`src/rtl/hc_accumulator.sv`:
```
// hc_accumulator: sums a programmed number of 16-bit unsigned samples from a valid/ready
// stream using a single 16-bit Han-Carlson prefix adder, and presents the block sum, a
// sticky carry-out flag and the beat count on a valid/ready result port.
//
// Ports:
//   clk_i        rising-edge clock
//   rst_ni       asynchronous active-low reset
//   start_i      begin a block (only looked at in idle)
//   use_def_i    with start_i: 1 = block length DEF_LEN, 0 = len_i
//   len_i        samples per block, latched on an accepted start
//   clear_i      synchronous abort, highest priority in every state
//   in_valid_i   sample valid
//   in_data_i    16-bit unsigned sample
//   in_ready_o   high while accumulating
//   out_valid_o  result valid, held until out_ready_i
//   out_ready_i  result consumer ready
//   out_sum_o    block sum modulo 2**16
//   out_ovf_o    any addition in the block carried out of bit 15
//   out_count_o  number of samples accumulated
//   busy_o       high while accumulating or holding a result
module hc_accumulator #(
   parameter int unsigned LEN_W   = 8,
   parameter int unsigned DEF_LEN = 8
) (
   input  logic             clk_i,
   input  logic             rst_ni,
   input  logic             start_i,
   input  logic             use_def_i,
   input  logic [LEN_W-1:0] len_i,
   input  logic             clear_i,
   input  logic             in_valid_i,
   input  logic [15:0]      in_data_i,
   output logic             in_ready_o,
   output logic             out_valid_o,
   input  logic             out_ready_i,
   output logic [15:0]      out_sum_o,
   output logic             out_ovf_o,
   output logic [LEN_W-1:0] out_count_o,
   output logic             busy_o
);

   typedef enum logic [1:0] {StIdle, StAccum, StDone} state_e;

   state_e           state_q, state_d;
   logic [15:0]      acc_q, acc_d;
   logic [LEN_W-1:0] cnt_q, cnt_d;
   logic [LEN_W-1:0] len_q, len_d;
   logic             ovf_q, ovf_d;
   logic [15:0]      sum_q, sum_d;
   logic             sum_ovf_q, sum_ovf_d;
   logic [LEN_W-1:0] count_q, count_d;

   // Han-Carlson adder: acc_q + in_data_i
   logic [15:0] hc_pp, hc_g, hc_p, hc_gs, hc_ps, hc_sum;
   logic        hc_cout;

   always_comb begin
      hc_pp = acc_q ^ in_data_i;
      hc_g  = acc_q & in_data_i;
      hc_p  = hc_pp;
      hc_gs = '0;
      hc_ps = '0;
      // Odd bits pick up their even neighbour first.
      for (int i = 1; i < 16; i += 2) begin
         hc_g[i] = hc_g[i] | (hc_p[i] & hc_g[i-1]);
         hc_p[i] = hc_p[i] & hc_p[i-1];
      end
      // Kogge-Stone over odd bits only.
      for (int d = 2; d < 16; d = d * 2) begin
         hc_gs = hc_g;
         hc_ps = hc_p;
         for (int i = 1; i < 16; i += 2) begin
            if (i > d) begin
               hc_g[i] = hc_gs[i] | (hc_ps[i] & hc_gs[i-d]);
               hc_p[i] = hc_ps[i] & hc_ps[i-d];
            end
         end
      end
      // Even bits fix up from the completed odd prefix below them.
      for (int i = 2; i < 16; i += 2) begin
         hc_g[i] = hc_g[i] | (hc_p[i] & hc_g[i-1]);
      end
      hc_sum[0] = hc_pp[0];
      for (int i = 1; i < 16; i++) begin
         hc_sum[i] = hc_pp[i] ^ hc_g[i-1];
      end
      hc_cout = hc_g[15];
   end

   logic [LEN_W-1:0] start_len;
   logic [LEN_W-1:0] cnt_inc;

   assign start_len = use_def_i ? LEN_W'(DEF_LEN) : len_i;
   assign cnt_inc   = cnt_q + LEN_W'(1);

   always_comb begin
      state_d   = state_q;
      acc_d     = acc_q;
      cnt_d     = cnt_q;
      len_d     = len_q;
      ovf_d     = ovf_q;
      sum_d     = sum_q;
      sum_ovf_d = sum_ovf_q;
      count_d   = count_q;
      if (clear_i) begin
         // Drops any same-cycle sample or result handshake.
         state_d = StIdle;
         acc_d   = '0;
         cnt_d   = '0;
         ovf_d   = 1'b0;
      end else begin
         unique case (state_q)
            StIdle: begin
               if (start_i) begin
                  len_d = start_len;
                  acc_d = '0;
                  cnt_d = '0;
                  ovf_d = 1'b0;
                  if (start_len != '0) begin
                     state_d = StAccum;
                  end else begin
                     state_d   = StDone;
                     sum_d     = '0;
                     sum_ovf_d = 1'b0;
                     count_d   = '0;
                  end
               end
            end
            StAccum: begin
               if (in_valid_i) begin
                  acc_d = hc_sum;
                  cnt_d = cnt_inc;
                  ovf_d = ovf_q | hc_cout;
                  if (cnt_inc == len_q) begin
                     state_d   = StDone;
                     sum_d     = hc_sum;
                     sum_ovf_d = ovf_q | hc_cout;
                     count_d   = cnt_inc;
                  end
               end
            end
            StDone: begin
               if (out_ready_i) begin
                  state_d = StIdle;
               end
            end
            default: state_d = StIdle;
         endcase
      end
   end

   always_ff @(posedge clk_i or negedge rst_ni) begin
      if (!rst_ni) begin
         state_q   <= StIdle;
         acc_q     <= '0;
         cnt_q     <= '0;
         len_q     <= '0;
         ovf_q     <= 1'b0;
         sum_q     <= '0;
         sum_ovf_q <= 1'b0;
         count_q   <= '0;
      end else begin
         state_q   <= state_d;
         acc_q     <= acc_d;
         cnt_q     <= cnt_d;
         len_q     <= len_d;
         ovf_q     <= ovf_d;
         sum_q     <= sum_d;
         sum_ovf_q <= sum_ovf_d;
         count_q   <= count_d;
      end
   end

   assign in_ready_o  = (state_q == StAccum);
   assign out_valid_o = (state_q == StDone);
   assign busy_o      = (state_q != StIdle);
   assign out_sum_o   = sum_q;
   assign out_ovf_o   = sum_ovf_q;
   assign out_count_o = count_q;

endmodule

```
`config.mk`:
```
export PLATFORM = sky130hd
export DESIGN_NAME = hc_accumulator
export DESIGN_NICKNAME = d
export VERILOG_FILES = /design/src/rtl/hc_accumulator.sv
export SDC_FILE = /design/constraint.sdc
export NUM_CORES = 1
export LEC_CHECK = 0
export ABC_AREA = 1
export BUFFER_PORTS_ARGS = -buffer_cell sky130_fd_sc_hd__buf_2
export CAP_MARGIN = 20
export CORE_UTILIZATION = 40
export CTS_CLUSTER_SIZE = 20
export DETAILED_ROUTE_END_ITERATION = 8
export GPL_ROUTABILITY_DRIVEN = 0
export SETUP_SLACK_MARGIN = 0.1
export SYNTH_ARGS = -nofsm -noshare
export SYNTH_HDL_FRONTEND = slang
export SYNTH_SLANG_ARGS = --single-unit
```
`constraint.sdc`:
```
create_clock -name clk_i -period 3.6 [get_ports clk_i]
set_input_delay 0.54 -clock clk_i [delete_from_list [all_inputs] [get_ports clk_i]]
set_output_delay 0.54 -clock clk_i [all_outputs]
set_load 0.02 [all_outputs]
```
==> summary.txt, run 1 <==
Logic synthesis
  – Synth Warn #: 0
  – Syn_nets: 523
  – Mux contribution to synthesized area: 0%
  – Synthesis-stage register bit count: 60
  – Simple-gate share of the synthesized area: 26.4%
  – Post-synth cell types: 36
  – Synth Area in Compound Gates: 9.10%
  – Cell area after synthesis: 3660 um^2
  – Sequential cell area fraction in the yosys report: 41.0%
  – Largest family of logic cells by synthesized area: simple AND/OR/NAND/NOR gates
  – Adder-Cell Fraction of Synth Area: around a tenth
  – Xor and xnor area share after synthesis: less than 1%
  – Synth Instances: 468
  – Syn Area/Cell: roughly 8 um^2

Placement
  – Hpwl dp: 5890 um
  – PortBufs: 58
  – Placed Cells: 626
  – Pre-CTS WS: 0.452 ns

Final layout
  – Leading cell type in the layout, fill and taps excluded: nand2_1
  – Most frequent cells in the layout: nand2_1 (101), inv_1 (98), nand3_1 (62)
  – Non-filler instance count after layout: between 600 and 700
  – Nets: 584
  – Layout area overhead: 17.1%
  – Fill cell count: 860
  – Core Util, Final: between 40% and 50%
  – Diode count: 0
  – Layout cell share with drive strength beyond 1: around a fifth

Pwr
  – Cell Int Power: 1.76 mW
  – Comb pwr share: between 40% and 50%
  – Static leakage: 2.32 nW
  – Clock power share: 23.7%
  – Reg power frac: around 33%
  – Total power: 3.03 mW
  – PwrDens: 708 nW/um^2
  – Psw: roughly 1.3 mW
  – Switching Fraction: 42.2%
  – Worst vdd ir: 0.325 mV

Die
  – Die Footprint: 9530 um^2
  – Chip height: 97.6 um
  – Row cnt: 34
  – Die W: 97.6 um
  – Initial core utilization: 41.5%
  – Core area: about 9000 um^2
  – IO Pins: between 50 and 60

Clock network
  – CTS Buf Count: 9
  – Reg clk slew, reported paths: roughly 0.070 ns
  – Worst-skew pair later-pin latency: 0.34 ns
  – Root Buffer: clkbuf_8
  – Resized Gates After CTS: 0
  – Setup Buffers After CTS: 0
  – H-tree lvl count: 3
  – CTS tree: built
  – Cts-stage hold buffer count: 0
  – Clock Sinks: 60
  – Clock buffer depth: 2

Route
  – Drt wl/cell: 13.4 um
  – Post-DRT Antenna Nets: 0
  – Post-route DRC: 8
  – Routed WL: between 8000 and 9000 um
  – DRC violation total after the first TritonRoute iteration: 158
  – 1st-pass router iterations: 6
  – Post-detailed-route via-to-cell ratio: 4.97
  – Via count: 3188

Setup path
  – Reg2Reg Launch Point: acc_q[0]
  – Worst r2r path cells: 15
  – Setup CP Type: flop to flop
  – RR Endpoint: out_sum_o[15]
  – Most common cell on crit path: nand3_1
  – CP bufs+invs: 2
  – Crit path arrival time: roughly 3.1 ns
  – Critical path required time: 3.83 ns
  – CP Max Fanout: 2
  – CP endpoint kind: flop
  – Critical-path cell list: ha_1 -> fa_1 -> nand3_1 -> nand2_1 -> inv_1 -> o21ai_0 -> a21oi_1 -> o21ai_0 -> a21oi_1 -> fa_1 -> or2_2 -> nand3_1 -> nand3_1 -> nand2_1 -> inv_1
  – CP peak stage delay: 0.39 ns
  – CP Launch Type: flop
  – Crit path max-delay family: compound AO/OA/AOI/OAI gates
  – Critical-path top delay cell: fa_1
  – R2R setup slack: 0.71 ns

STA
  – Post-route minimum period: 2.89 ns
  – Worst Skew: 0.00896 ns
  – Final WS setup: 0.710 ns
  – Sum Neg Setup Slack: 0 ns
  – Final Hold Fails: 0
  – Setup Viol. Count Final: 0
  – Final period util: between 80% and 90%
  – Max-slew violation count: 0
  – Least-Margin Pin Slew: around 0.80 ns
  – Slew headroom: 46.3%
  – RSZ-0062 raised after global routing: false
  – Fmax: 346 MHz

Global route
  – Gr usage total: slightly below 20%
  – Largest net degree at the start of global routing: 32
  – Initial antenna violation count: 0
  – Vias in the first global route: 3225
  – Total gr overflow: 0
  – Global-route wire length before repair: 14900 um

Run
  – Maximum capacitance violations: 0

Min path
  – Hold Path Class: input pin to asynchronous set/reset pin

Outcome
  – Failing checks: DRC
  – Status: finished, violations left
-- cell type report --
type	count	area [um^2]	share of cell area [%]
clock buffer	13	169	3.94
tap	108	135	3.15
sequential	60	1500	35.0
timing repair buffer	62	320	7.48
clock inverter	3	67.6	1.58
inverter	104	390	9.11
multi-input combinational	292	1700	39.7
-- power by group through the flow --
stage                     registers (mW)  clock network, mW  logic [mW]
after global placement              1.00                  0        1.30
final                              0.997              0.720        1.32
after detailed placement            1.01                  0        1.32
after global routing                1.03              0.765        1.49
after CTS                           1.00              0.737        1.33
after floorplan                     1.16                  0       0.793
-- per-layer routing --
metal / track usage (%) / part of all wire (%) / vias to the layer above / wire, um
li1: - / - / 1606 / -
met4: 7.46 / 1.8 / 0 / 155
met2: 31.6 / 46 / 71 / 3960
met1: 26.3 / 49 / 1496 / 4170
met5: 0 / 0 / - / 0
met3: 3.24 / 3.5 / 15 / 297
-- logic make-up after synthesis --
kind of cell / Yosys count
AO/OA/AOI/OAI: 57
flip-flops: 60
buffers and inverters: 116
XOR/XNOR: 4
adder cells (fa/ha/maj): 24
AND/OR/NAND/NOR: 207
-- Yosys cell counts, drive strengths merged --
cell / count / area (um^2)
a21boi: 1 / 7.51
fa: 8 / 160
nand3: 63 / 320
nor2: 18 / 92.6
clkbuf: 2 / 7.51
a21oi: 7 / 35.0
and2: 1 / 6.26
ha: 16 / 200
nor3: 1 / 5.00
xor2: 3 / 26.3
a211oi: 1 / 7.51
inv: 102 / 383
o21ai: 18 / 90.1
a21o: 3 / 22.5
or2: 6 / 37.5
o21bai: 1 / 7.51
nand2: 115 / 485
dfrtp: 60 / 1500
o22ai: 25 / 156
a31oi: 1 / 6.26
clkinv: 2 / 7.51
nor4: 1 / 6.26
buf: 10 / 65.1
nand4: 2 / 12.5
xnor2: 1 / 8.76
-- worst max-delay path by stage --
stage / start / to / slack, ns / depth (start not counted)
floorplan: in_data_i[0] / out_sum_o[15] / 0.77 / 15
global placement: in_data_i[0] / out_sum_o[15] / 0.49 / 16
detailed placement: in_data_i[0] / out_sum_o[15] / 0.45 / 16
CTS: acc_q[0] / out_sum_o[15] / 0.69 / 15
global route: acc_q[0] / out_sum_o[15] / 0.35 / 15
finish: acc_q[0] / out_sum_o[15] / 0.71 / 15
-- sequential cells by signal (all words and copies together), names as in the netlist --
register and flops:
ovf_q 1, out_count_o 8, out_ovf_o 1, out_sum_o 16, acc_q 16, state_q 2
len_q 8, cnt_q 8
-- worst register-to-register path, delay by kind of cell (launching register included) --
family / cells / cell delay (ns)
AOI/OAI and AO/OA: 4 / 0.79
adders and majority gates: 3 / 0.78
and+or+nand+nor: 6 / 0.75
buffers and inverters: 2 / 0.11
DFF: 1 / 0.36
-- stage by stage --
step | cell area, um^2 | hold slack [ns]
final | 4280 | 0.248
after global routing | 4280 | 0.306
after CTS | 4280 | 0.268
after detailed placement | 4050 | 0.477
after global placement | 4050 | 0.474
after floorplan | 3660 | 0.244
Note: power is estimated with default switching activity, not from simulation.
==> run 2, diff against run 1 <==
--- a/config.mk
+++ b/config.mk
@@ -5,7 +5,7 @@
 export SDC_FILE = /design/constraint.sdc
 export NUM_CORES = 1
 export LEC_CHECK = 0
-export ABC_AREA = 1
+export ABC_AREA = 0
 export BUFFER_PORTS_ARGS = -buffer_cell sky130_fd_sc_hd__buf_2
 export CAP_MARGIN = 20
 export CORE_UTILIZATION = 40
==> constraint.sdc (replaced) <==
create_clock -name clk_i -period 2.6 [get_ports clk_i]
set_input_delay 0.39 -clock clk_i [delete_from_list [all_inputs] [get_ports clk_i]]
set_output_delay 0.39 -clock clk_i [all_outputs]
set_load 0.02 [all_outputs]
==> run 2 against run 1 <==
  * Synthesized cell count down 29%
  * Sequential power is essentially flat
  * Die area shrank 7.8%
  * Via count shrank 12%
  * Total power is 21% lower
  * Combinational power down 70%
  * Flip-flop and latch count did not move
  * The run ends with setup timing left
==> summary.txt, run 2 <==
Outcome
  – Status: finished, violations left
  – Failing checks: setup timing

Setup path
  – Crit path arrival time: 3.04 ns (-0.08 ns)
  – Setup CP Type: flop to flop
  – Critical path required time: 2.83 ns (-1.00 ns)
  – CP Max Fanout: 3 (+1)
  – R2R setup slack: -0.21 ns (-0.92 ns)
  – Reg2Reg Launch Point: acc_q[0]
  – Crit path from: acc_q[0]
  – CP Launch Type: flop
  – CP endpoint kind: flop

Final layout
  – Leading cell type in the layout, fill and taps excluded: dfrtp_1
  – Nets: 476 (-18%)
  – Diode count: 0 (unchanged)
  – Most frequent cells in the layout: dfrtp_1 (59), buf_2 (58), buf_4 (35)
  – Layout cell share with drive strength beyond 1: 31.9% (+12 points)
  – Layout area overhead: 28.7%
  – Core Util, Final: 53.0% (+4.3 points)
  – Register area: 1500 um^2 (about the same)
  – Area used by multi-input combinational logic: 1840 um^2 (+8.2%)
  – Fill cell count: 770 (-10%)

Clock network
  – Clock buffer depth: 2 (unchanged)
  – Worst-skew pair later-pin latency: 0.34 ns (about the same)
  – CTS tree: built
  – H-tree lvl count: 3 (unchanged)
  – Clock Sinks: 60 (unchanged)
  – Root Buffer: clkbuf_8
  – Reg clk slew, reported paths: 0.07 ns (about the same)
  – Cts-stage hold buffer count: 0 (unchanged)
  – CTS Buf Count: 9 (unchanged)

Pwr
  – Reg power frac: 42.2% (+9.3 points)
  – Clock power share: 41.1% (+17 points)
  – Cell Int Power: 1.76 mW (+0.21%)
  – Total power: 2.40 mW (-21%)
  – PwrDens: 555 nW/um^2 (-22%)
  – Psw: 643 uW (-50%)
  – Static leakage: 2.20 nW (-4.8%)
  – Switching Fraction: 26.8% (-15 points)
  – Comb pwr share: 16.6% (-27 points)
  – Worst vdd ir: 0.279 mV (-14%)

STA
  – Fmax: 356 MHz (+2.8%)
  – Setup Viol. Count Final: 15 (+15)
  – RSZ-0062 raised after global routing: true
  – Least-Margin Pin Slew: 0.762 ns (-0.0423 ns)
  – Max-slew violation count: 0 (unchanged)
  – Post-route minimum period: 2.81 ns (-0.0794 ns)
  – Final period util: 108% (+28 points)
  – Slew headroom: 49.2% (+2.9 points)
  – Final WS setup: -0.211 ns (-0.921 ns)
  – Worst Skew: 0.00951 ns (+0.000546 ns)
  – Hold WS: 0.208 ns (-0.0398 ns)
  – Final Hold Fails: 0 (unchanged)

Logic synthesis
  – Syn_nets: 386 (-26%)
  – Synth Flop Type: dfrtp_1
  – Area share of the largest cell type after synthesis: 44.6% (+3.6 points)
  – Cell area after synthesis: 3370 um^2 (-8.0%)
  – Most instantiated cells after synthesis: dfrtp_1 (60), nand2_1 (31), nor2_1 (28)
  – Synthesis-stage register bit count: 60 (unchanged)
  – Cell taking the most area after synthesis: dfrtp_1
  – Sequential cell area fraction in the yosys report: 44.6% (+3.6 points)
  – Top post-synthesis cells by area: dfrtp_1 (45%), ha_1 (5.9%), fa_1 (4.8%)
  – Synth Instances: 331 (-29%)
  – Syn Area/Cell: 10.2 um^2 (+30%)
  – Asr flop ratio synth: 100% (unchanged)
  – Cell with the most instances after synthesis: dfrtp_1
  – Synth Warn #: 0 (unchanged)
  – Number of flops mapped to enable cells by yosys: 0 (unchanged)
  – Post-synth cell types: 42 (+17%)

Run
  – Maximum capacitance violations: 0 (unchanged)

Route
  – Drt wl/cell: 16.0 um (+20%)
  – 1st-pass router iterations: 4 (-2)
  – Via count: 2790 (-12%)
  – Post-route DRC: 0 (-8)
  – Post-DRT Antenna Nets: 0 (unchanged)
  – Post-detailed-route via-to-cell ratio: 5.25 (+5.8%)
  – Routed WL: 8510 um (-0.87%)
  – DRC violation total after the first TritonRoute iteration: 99 (-37%)

Global route
  – Total gr overflow: 0 (unchanged)
  – Global-route wire length before repair: 13500 um (-9.6%)
  – Initial antenna violation count: 0 (unchanged)
  – Vias in the first global route: 2671 (-17%)
  – Gr usage total: 20.4% (+0.83 points)
  – Largest net degree at the start of global routing: 61 (+91%)

Die
  – IO Pins: 59 (unchanged)
  – Die W: 93.7 um (-4.0%)
  – Core area: 8180 um^2 (-7.2%)
  – Initial core utilization: 41.2% (-0.38 points)
  – Die Footprint: 8790 um^2 (-7.8%)
  – Row cnt: 33 (-2.9%)
  – Chip height: 93.7 um (-4.0%)

Placement
  – Hpwl dp: 5780 um (-1.8%)
  – PortBufs: 58 (unchanged)

Min path
  – Hold Path Class: input pin to asynchronous set/reset pin
## run 2: area by class of cell
cell class	count	share of cell area, %
flip-flops and latches	60	34.7
repair buffers	94	13.2
clock buffers	12	3.81
clock inverters	4	1.62
inverters	13	1.13
well taps	105	3.03
multi-input cells	243	42.5
## run 2: worst max-delay path, stage by stage (launching register included)
cell,delay [ns]
dfrtp_1,0.41
ha_4,0.17
fa_2,0.36
a21oi_2,0.13
nor2b_1,0.07
a311oi_2,0.23
buf_4,0.18
nor2b_1,0.04
o21ai_1,0.13
nand2b_1,0.10
buf_4,0.15
fa_2,0.35
xnor2_2,0.13
nor2_1,0.07
a22o_1,0.18
## run 2: worst paths after layout
path / to / cells past startpoint
max: out_sum_o[9] / 14
min: len_q[4] / 2
max reg2reg: out_sum_o[9] / 14
min reg2reg: acc_q[9] / 1
max in group asynchronous: cnt_q[3] / 2
min in group clk_i: len_q[6] / 3
## run 2: kinds of logic (layout without fill, tap and decap cells)
kind of cell,Yosys count,after routing,synth area share [%]
and+or+nand+nor,103,103,15.0
muxes,1,1,0.297
DFF,60,60,44.6
buffers and inverters,30,123,4.28
xor gates and xnor gates,21,21,5.46
AOI/OAI and AO/OA,92,94,19.7
adders and majority gates,24,24,10.7
## run 2: metal layers
layer  track usage, %  up-vias  part of all wire, %
met5                0        -                    0
met4             8.85        0                  1.8
met2             31.2       64                   46
met3             2.99        9                  5.2
li1                 -     1350                    -
met1             28.7     1367                   47
## run 2: power by group through the flow
stage,Sequential (mW),Clock [mW],Combinational [mW]
2_1_floorplan,1.03,0,0.214
3_3_place_gp,1.03,0,0.363
3_5_place_dp,1.03,0,0.368
4_1_cts,1.01,1.00,0.379
5_1_grt,1.02,1.04,0.445
6_report,1.01,0.988,0.399
## run 2: repair_timing
item                       4_1_cts  5_1_grt
gates resized for setup          2       14
setup endpoints to repair       33       35
pin swaps                        4        4
buffers inserted                 3        3
gates cloned                     1        1
## run 2: per-stage QoR
stage	TNS [ns]	worst slack [ns]	instance area, um^2	instances
after floorplan	-0.0579	-0.0510	3390	331
after detailed placement	-3.08	-0.355	3960	507
after CTS	-1.50	-0.205	4230	527
final	-1.59	-0.211	4330	531
after global placement	-2.59	-0.291	3960	507
after global routing	-4.14	-0.360	4330	531
